--- src/rtl/countdown_timer.sv ---
`default_nettype none
// ============================================================================
// Module      : countdown_timer
// Description : Programmable down-counting timer. Loads a start value,
//               decrements on every enabled cycle and signals expiry with a
//               one-cycle pulse and a sticky interrupt flag. Supports
//               one-shot and auto-reload modes, and records expiries that
//               occur while the interrupt is still pending.
// Revision    : 1.0 - initial release
// ============================================================================
module countdown_timer #(
    parameter int WIDTH = 32
) (
    input  logic             clk,
    input  logic             rst,
    input  logic             load,
    input  logic [WIDTH-1:0] load_value,
    input  logic             enable,
    input  logic             auto_reload,
    input  logic             irq_ack,
    output logic [WIDTH-1:0] count,
    output logic             expired,
    output logic             irq,
    output logic             missed,
    output logic             running
);

    typedef enum logic [1:0] {
        ST_IDLE = 2'd0,
        ST_RUN  = 2'd1,
        ST_DONE = 2'd2
    } state_t;

    state_t           r_state;
    logic [WIDTH-1:0] r_count;
    logic [WIDTH-1:0] r_reload;
    logic             r_expired;
    logic             r_irq;
    logic             r_missed;

    state_t           w_state_nxt;
    logic [WIDTH-1:0] w_count_nxt;
    logic [WIDTH-1:0] w_reload_nxt;
    logic             w_expired_nxt;
    logic             w_irq_nxt;
    logic             w_missed_nxt;
    logic             w_expire;

    // Next-state logic: load has top priority, then counting in RUN.
    always_comb begin
        w_state_nxt   = r_state;
        w_count_nxt   = r_count;
        w_reload_nxt  = r_reload;
        w_expired_nxt = 1'b0;
        w_irq_nxt     = r_irq;
        w_missed_nxt  = r_missed;
        w_expire      = 1'b0;

        if (load) begin
            w_reload_nxt = load_value;
            w_count_nxt  = load_value;
            w_state_nxt  = ST_RUN;
        end else begin
            case (r_state)
                ST_RUN: begin
                    if (enable) begin
                        if (r_count != '0) begin
                            w_count_nxt = r_count - 1'b1;
                        end else begin
                            w_expire      = 1'b1;
                            w_expired_nxt = 1'b1;
                            if (auto_reload) begin
                                w_count_nxt = r_reload;
                            end else begin
                                w_state_nxt = ST_DONE;
                            end
                        end
                    end
                end
                ST_IDLE, ST_DONE: begin
                    w_state_nxt = r_state;
                end
                default: begin
                    w_state_nxt = ST_IDLE;
                end
            endcase
        end

        // Acknowledge clears both flags; a simultaneous expiry re-sets irq
        // but cannot flag a miss, since the earlier irq was just serviced.
        if (irq_ack) begin
            w_irq_nxt    = 1'b0;
            w_missed_nxt = 1'b0;
        end
        if (w_expire) begin
            w_irq_nxt = 1'b1;
            if (r_irq && !irq_ack) begin
                w_missed_nxt = 1'b1;
            end
        end
    end

    // State and output registers with asynchronous reset.
    always_ff @(posedge clk or posedge rst) begin
        if (rst) begin
            r_state   <= ST_IDLE;
            r_count   <= '0;
            r_reload  <= '0;
            r_expired <= 1'b0;
            r_irq     <= 1'b0;
            r_missed  <= 1'b0;
        end else begin
            r_state   <= w_state_nxt;
            r_count   <= w_count_nxt;
            r_reload  <= w_reload_nxt;
            r_expired <= w_expired_nxt;
            r_irq     <= w_irq_nxt;
            r_missed  <= w_missed_nxt;
        end
    end

    assign count   = r_count;
    assign expired = r_expired;
    assign irq     = r_irq;
    assign missed  = r_missed;
    assign running = (r_state == ST_RUN);

endmodule
`default_nettype wire

--- config.mk ---
export PLATFORM = sky130hd
export DESIGN_NAME = countdown_timer
export DESIGN_NICKNAME = d
export VERILOG_FILES = /design/src/rtl/countdown_timer.sv
export SDC_FILE = /design/constraint.sdc
export NUM_CORES = 1
export LEC_CHECK = 0
export CORE_UTILIZATION = 40
export DETAILED_ROUTE_END_ITERATION = 6
export HOLD_SLACK_MARGIN = 0.03
export PLACE_DENSITY = 0.61
export SKIP_LAST_GASP = 1
export SYNTH_ARGS = -nofsm -noshare
export SYNTH_HDL_FRONTEND = slang
export SYNTH_SLANG_ARGS = --single-unit
--- constraint.sdc ---
create_clock -name clk -period 2.5 [get_ports clk]
set_clock_uncertainty 0.05 [all_clocks]
set_input_delay 0.5 -clock clk [delete_from_list [all_inputs] [get_ports clk]]
set_output_delay 0.5 -clock clk [all_outputs]
set_load 0.05 [all_outputs]
After elaboration in Yosys (flattened, before gate mapping)
Index checks and enable logic that the tools add are counted.

storage, ports and cells
  flip-flop bits (word level) = 69
  output and inout bits = 36
  logic and storage cells = 43

operators by class
  add/sub/neg operators = 1
  eq/ne operators = 6
  muxes and demuxes = 19
  reduce and logical (&&, ||, !) cells = 11

operator list
  kind                     count
  $mux W32                 5
  $reduce_bool A32 Y1      1
  $sub A32 B1 Y32 const B  1
  $mux W1                  9
  $ne A3 B3 Y1 const B     3
  $mux W2                  4
  $reduce_bool A2 Y1       3
  $pmux W2 S2              1
  $reduce_and A4 Y1        1
  $reduce_and A3 Y1        1
  $reduce_bool A3 Y1       1
  $eq A2 B1 Y1 const B     1
  $eq A2 B2 Y1 const B     1
  $logic_not A2 Y1         1
  $ne A2 B2 Y1 const B     1
  $reduce_or A2 Y1         1
  $logic_and A1 B1 Y1      1
  $logic_not A1 Y1         1

Depth between registers and ports, before layout
Gate-level depths: netlist of the first run.

  depth in word-level cells = 6
  depth in mapped cells = 10
  depth with buffers taken out = 8

Worst setup path before layout of the first run
OpenSTA, ideal clock, no wires.

  path kind = reg-to-reg
  start = reg r_count[2], in the netlist count[2]
  end = reg r_count[29], in the netlist count[29]
  library setup time = 123 ps
  arrival = 2357 ps
  required time = 2327 ps
  path slack = -30 ps
  stages on the path, launching flop included = 8
  buffers on the path = 1
  cell sequence = dfrtp_1 > buf_4 > nor4_2 > nand2_1 > or4_1 > or3_1 > a221oi_2 > o21ai_1

on the way
  longest elaborated chain between the ends = 5
  elaborated cells on any way between the ends = 8

ends and longest elaborated chain
  element                                                        RTL line  RTL
  start, declared                                                35        logic [WIDTH-1:0] r_count;
  start signal, assigned                                         114       r_count <= w_count_nxt;
  $sub A32 B1 Y32 / $reduce_bool A32 Y1 (equally long branches)  68, 67
  $mux W32                                                       67        if (r_count != '0) begin
  $mux W32                                                       66        if (enable) begin
  $mux W32                                                       64        case (r_state)
  $mux W32                                                       59        if (load) begin

Several ways; a longest one is shown, not always the timed one. The select of a mux whose other input is x is not followed.
A chain may end at the register's enable or synchronous reset.

Worst setup path in the final report of the first run
  start = reg r_count[16], in the netlist count[16]
  end = reg r_count[29], in the netlist count[29]

The elaborated chain is that of the path after synthesis.

==> results of run 1 <==
-- stage by stage --
| step | area [µm²] | std cells | util [%] | hold WS, ps | total power, µW |
|---|---|---|---|---|---|
| floorplan | 3980 | 441 | - | 381 | 1910 |
| CTS | 5530 | 697 | 57.1 | 428 | 3560 |
| global route | 5570 | 699 | 57.6 | 473 | 3700 |
| global placement | 5270 | 681 | 54.4 | 396 | 2340 |
| finish | 5570 | 699 | 57.6 | 421 | 3570 |
| detailed placement | 5270 | 681 | 54.4 | 412 | 2350 |
-- synthesized netlist by cell type, types with 8 or more instances --
library cell / instances / share of area (%)
a211oi_1: 8 / 1.5
a21oi_1: 16 / 2.0
a31oi_1: 11 / 1.7
clkbuf_1: 12 / 1.1
dfrtp_1: 69 / 43
inv_1: 26 / 2.5
mux2_2: 15 / 4.2
nand2_1: 38 / 3.6
nand3_1: 11 / 1.4
nor2_1: 36 / 3.4
nor3_1: 16 / 2.0
nor4_1: 15 / 2.4
o21ai_0: 55 / 6.9
-- state kept, by name (all words and copies together) (netlist names) --
signal	flops
count	32
r_reload	32
r_state	2
missed	1
expired	1
irq	1
-- worst paths after layout --
check | slack [ps] | startpoint | end
min reg2reg | 420 | r_reload[23] | r_reload[23]
max reg2reg | 90 | count[16] | count[29]
min in group asynchronous | 460 | rst | count[13]
min | 420 | r_reload[23] | r_reload[23]
max | 90 | count[16] | count[29]
max in group asynchronous | 1590 | rst | count[2]
-- power by group --
group | total [µW] | switching, µW | internal [µW]
combinational | 1010 | 605 | 403
clock | 1230 | 466 | 760
sequential | 1340 | 106 | 1230
-- cells by family (layout without fill, tap and decap cells) --
group	Yosys count	after routing
AO/OA/AOI/OAI	137	137
AND/OR/NAND/NOR	161	161
flip-flops	69	69
adder cells (fa/ha/maj)	2	2
multiplexers	18	18
XOR/XNOR	3	3
buffers and inverters	51	176
-- area by class of cell --
type                    count  area share, %
clock buffers               9           2.22
clock inverters             7           2.47
inverters                  26           1.75
multi-input cells         321           37.0
flip-flops and latches     69           31.0
well taps                 133           2.99
repair buffers            134           22.6
-- worst reg2reg max path, stage by stage, from the launching register on --
cell and delay [ps]:
dfrtp_1 380, buf_4 170, nor4_4 290, buf_4 180, nand4_4 80, or4_1 500, or3_1 330, a221oi_2 220
o21ai_1 100
-- per-layer routing --
layer | up-vias | track usage [%]
met5 | - | 0
met4 | 0 | 9.36
met3 | 14 | 3.45
met2 | 106 | 44.6
met1 | 1988 | 36.5
li1 | 1876 | -
-- repair_timing --
action | 4_1_cts | 5_1_grt
setup buffers | 0 | 2
setup endpoints to repair | 0 | 31
resized for setup | 0 | 6
==> flow_summary_export.csv, run 1 <==
group,metric,value,unit
outcome,status,"completed",
cells_and_area,diodes,0,
critical_path,ff2ff_path_depth,8,
yosys,synth_simple_gate_area_share,22.9,%
cells_and_area,final_common_cell,"clkdlybuf4s50_1",
place,port-buffer-count,73,
die,core,9680,µm²
yosys,synth_xor_area_share,0.661,%
cells_and_area,n_fill_cell,890,
yosys,synthMuxAreaShare,5.00,%
yosys,synthArstFlopShare,100,%
die,die_h,102,µm
min_path,min_path_type,"register to register",
yosys,syn_area,3980,µm²
die,rows,36,
routing,wl_met2,6.46,mm
clocking,cts-htree-levels,3,
run,drv_cap,0,
routing,remaining_drc_errors,0,
yosys,synth_warnings,0,
timing,setup_ws,90.0,ps
clocking,cts.sinks,69,
routing,ant_nets,0,
clocking,cts_tree,"yes",
die,fp.dieW,102,µm
timing,period_share,96.4,%
critical_path,critical_path.startpoint_type,"register",
timing,max-slew-margin-rel,65.5,%
timing,final_hold_viol_count,0,
cells_and_area,regArea,1730,µm²
routing,vias,3984,
die,initial_utilization,41.0,%
clocking,ctsLongestPathBuffers,2,
routing,wl_per_cell,19.0,µm
yosys,synth_edf_count,0,
clocking,cts_made_buffers,9,
critical_path,endpoint_kind,"register",
critical_path,crit_path_max_fanout,6,
cells_and_area,layout.nets,601,
clocking,cts-root-buf,"clkbuf_8",
grt,grt_max_degree,75,
routing,drt-total-wl,13.3,mm
grt,grt-ovfl-total,0,
yosys,synth.avg_cell_area,9.01,µm²
place,post-place-ws,18.8,ps
yosys,synth_fa_ha_area_share,0.630,%
yosys,syn-num-nets,481,
cells_and_area,multi_input_area,2060,µm²
min_path,min_path_cells,2,
routing,dr.pass1.iters,5,
timing,final_max_slew_viol_count,0,
routing,via_per_inst,5.70,
critical_path,critPathRequiredTime,2700,ps
grt,grt_pass1_wl,21.0,mm
timing,finalSetupViolCount,0,
yosys,ys.flop_type,"dfrtp_1",
die,fp.dieArea,10300,µm²
yosys,synth-seq-cells,69,
clocking,clk_pin_slew,80,ps
critical_path,worstSetupPathType,"register to register",
timing,rsz0062_at_grt,"no",
routing,highest_layer,"met4",
grt,grt_usage,27.0,%
die,pin_count,74,
timing,fmax,415,MHz
place,dpl.hpwl,9.47,mm
yosys,synth_top_family_by_area,"simple AND/OR/NAND/NOR gates",
clocking,clock_latency,370,ps
critical_path,crit_top_cell,"buf_4",
clocking,cts_hold_buf,0,
critical_path,crit_family,"simple AND/OR/NAND/NOR gates",
grt,grt_antenna_before_repair,0,
cells_and_area,drive_gt1_share,20.7,%
yosys,synth_cell_types,62,
critical_path,crit_cells,8,
timing,worst_pin_slew,516,ps
critical_path,path_cells,"buf_4 -> nor4_4 -> buf_4 -> nand4_4 -> or4_1 -> or3_1 -> a221oi_2 -> o21ai_1",
yosys,postSynthCellCount,441,
power,peakVddDrop,0.448,mV
routing,wl_met3,694,µm
power,total_leakage_power,0.00228,µW
critical_path,crit_slowest_cell,"or4_1",
yosys,synth_seq_area_share,43.4,%
critical_path,cp_slowest_stage_delay,500,ps
timing,timing.setup.tns,0,ps
place,place.gp.congestion,0.915,
critical_path,cp_num_buf_inv,2,
cells_and_area,area_delta_synth_final,40.2,%
power,powerDensity,641,nW/µm²
yosys,synth_compound_area_share,21.8,%
timing,period_minus_slack,2410,ps
cells_and_area,layout_common_cells,"clkdlybuf4s50_1 (72), dfrtp_1 (68), o21ai_0 (55), buf_4 (55), nand2_1 (38)",
grt,grt_pass1_vias,3909,
critical_path,arrival,2610,ps
routing,met1Wirelength,5.98,mm
routing,drt_iter0_markers,187,
Power figures use the tool's default switching activity.
==> run 2: changes to the inputs <==
--- a/config.mk
+++ b/config.mk
@@ -9,6 +9,7 @@
 export DETAILED_ROUTE_END_ITERATION = 6
 export HOLD_SLACK_MARGIN = 0.03
 export PLACE_DENSITY = 0.61
+export SETUP_SLACK_MARGIN = 0.1
 export SKIP_LAST_GASP = 1
 export SYNTH_ARGS = -nofsm -noshare
 export SYNTH_HDL_FRONTEND = slang
==> flow_summary_export.csv, run 2 (synthesis results as in run 1) <==
group,metric,value,unit
power,switching_share,36.2,%
die,rows,36,
die,core,9680,µm²
critical_path,crit_top_cell,"buf_6",
cells_and_area,diodes,0,
cells_and_area,regArea,1740,µm²
cells_and_area,final_common_cell,"clkdlybuf4s50_1",
routing,vias,4084,
critical_path,path_cells,"nor4_4 -> buf_4 -> nand4_1 -> buf_6 -> o31ai_4 -> buf_6 -> buf_12 -> o21ai_1 -> a221o_1",
clocking,cts.sinks,69,
routing,wl_per_cell,18.9,µm
timing,fmax,420,MHz
grt,grt_antenna_before_repair,0,
routing,drt_iter0_markers,237,
timing,period_share,95.2,%
grt,met2_usage,41.8,%
die,die_h,102,µm
routing,dr.pass1.iters,5,
clocking,cts-root-buf,"clkbuf_8",
timing,rsz0062_at_grt,"yes",
grt,grt_pass1_wl,20.9,mm
power,powerDensity,577,nW/µm²
place,place.gp.congestion,0.964,
routing,ant_nets,0,
die,fp.dieW,102,µm
run,drv_cap,0,
power,p_int,2060,µW
clocking,clock_latency,360,ps
place,dpl.cell_count,683,
power,peakVddDrop,0.252,mV
critical_path,critical_path.startpoint_type,"register",
clocking,ctsLongestPathBuffers,2,
critical_path,ff2ff_path_depth,9,
grt,grt-ovfl-total,0,
routing,via_per_inst,5.78,
critical_path,reg2reg_to,"count[5]",
cells_and_area,fin_util,57.7,%
die,fp.dieArea,10300,µm²
outcome,status,"completed",
critical_path,crit_slowest_cell,"dfrtp_2",
routing,drt-total-wl,13.3,mm
timing,worst_pin_slew,534,ps
power,seq_power_share,42.2,%
clocking,cts-htree-levels,3,
grt,grt_most_used_layer,"met2",
timing,final_hold_viol_count,0,
timing,final_max_slew_viol_count,0,
grt,use_met1,38.5,%
power,comb_power_share,31.0,%
critical_path,arrival,2560,ps
grt,grt_usage,27.0,%
grt,use_met3,3.86,%
clocking,cts_made_buffers,9,
min_path,min_path_type,"input port to asynchronous set/reset pin",
grt,grt_max_degree,44,
cells_and_area,drive_gt1_share,24.3,%
critical_path,startpoint,"count[7]",
critical_path,reg2reg_from,"count[7]",
cells_and_area,multi_input_area,2080,µm²
critical_path,ff2ff_setup_slack,120,ps
critical_path,cp_slowest_stage_delay,450,ps
place,dpl.hpwl,9.66,mm
place,port-buffer-count,73,
clocking,clk_pin_slew,80,ps
routing,remaining_drc_errors,0,
critical_path,worstSetupPathType,"register to register",
die,pin_count,74,
critical_path,crit_path_max_fanout,7,
critical_path,endpoint_kind,"register",
timing,finalSetupViolCount,0,
power,p_sw,1170,µW
critical_path,critPathRequiredTime,2680,ps
power,total_power,3220,µW
timing,period_minus_slack,2380,ps
cells_and_area,layout.nets,608,
cells_and_area,layout_common_cells,"clkdlybuf4s50_1 (71), buf_4 (59), dfrtp_1 (58)",
cells_and_area,fin_cells,706,
timing,hold_slack,378,ps
grt,grt_pass1_vias,3897,
clocking,cts_tree,"yes",
cells_and_area,area_delta_synth_final,40.5,%
timing,max-slew-margin-rel,64.3,%
power,total_leakage_power,0.00229,µW
die,initial_utilization,41.0,%
cells_and_area,n_fill_cell,896,
power,power_frac_clock,26.8,%
[run 2: changes by cell type in the layout (fill, tap and decap cells not counted), sizes merged]
cell,change
clkdlybuf4s50,-1
buf,+6
dlymetal6s2s,+1
clkbuf,+5
bufinv,-4
[run 2: area by class of cell]
type | instances | share of cell area, %
clock inverters | 3 | 0.381
repair buffers | 141 | 23.7
inverters | 26 | 1.75
clock buffers | 13 | 2.84
well taps | 133 | 2.98
multi-input cells | 321 | 37.2
flip-flops and latches | 69 | 31.2
[run 2: metrics by stage]
stage / setup TNS [ps] / area, µm² / worst slack [ps]
3_3_place_gp: 0 / 5270 / 181
5_1_grt: -96.6 / 5590 / -32.5
4_1_cts: 0 / 5450 / 115
6_report: 0 / 5590 / 121
3_5_place_dp: 0 / 5270 / 147
2_1_floorplan: 0 / 3990 / 57.7
[run 2: metal layers]
layer | vias up | share of wire [%]
met2 | 133 | 46
li1 | 1898 | -
met5 | - | 0
met4 | 0 | 1.5
met3 | 18 | 5.4
met1 | 2035 | 47
[run 2: critical path, delay by kind of cell (launching register included)]
| family | cells | cell delay [ps] |
|---|---|---|
| and+or+nand+nor | 2 | 460 |
| DFF | 1 | 450 |
| AOI/OAI and AO/OA | 3 | 630 |
| buffers and inverters | 4 | 650 |
[run 2: worst max-delay path by stage]
stage	to	slack (ps)	cells past startpoint
2_1_floorplan	count[0]	60	1
3_3_place_gp	count[14]	180	9
3_5_place_dp	count[29]	150	7
4_1_cts	count[8]	120	2
5_1_grt	count[8]	-30	9
6_report	count[5]	120	9
[run 2: what timing repair did]
action / 4_1_cts / 5_1_grt
buffers inserted: 0 / 6
hold buffers: 0 / 0
setup endpoints to repair: 0 / 26
resized for setup: 0 / 23
[run 2: power groups by stage]
stage | combinational, µW | clock (µW) | sequential [µW]
after floorplan | 311 | 0 | 1600
after global placement | 968 | 0 | 1370
after detailed placement | 976 | 0 | 1370
after CTS | 980 | 871 | 1350
after global routing | 1070 | 915 | 1370
final | 998 | 862 | 1360
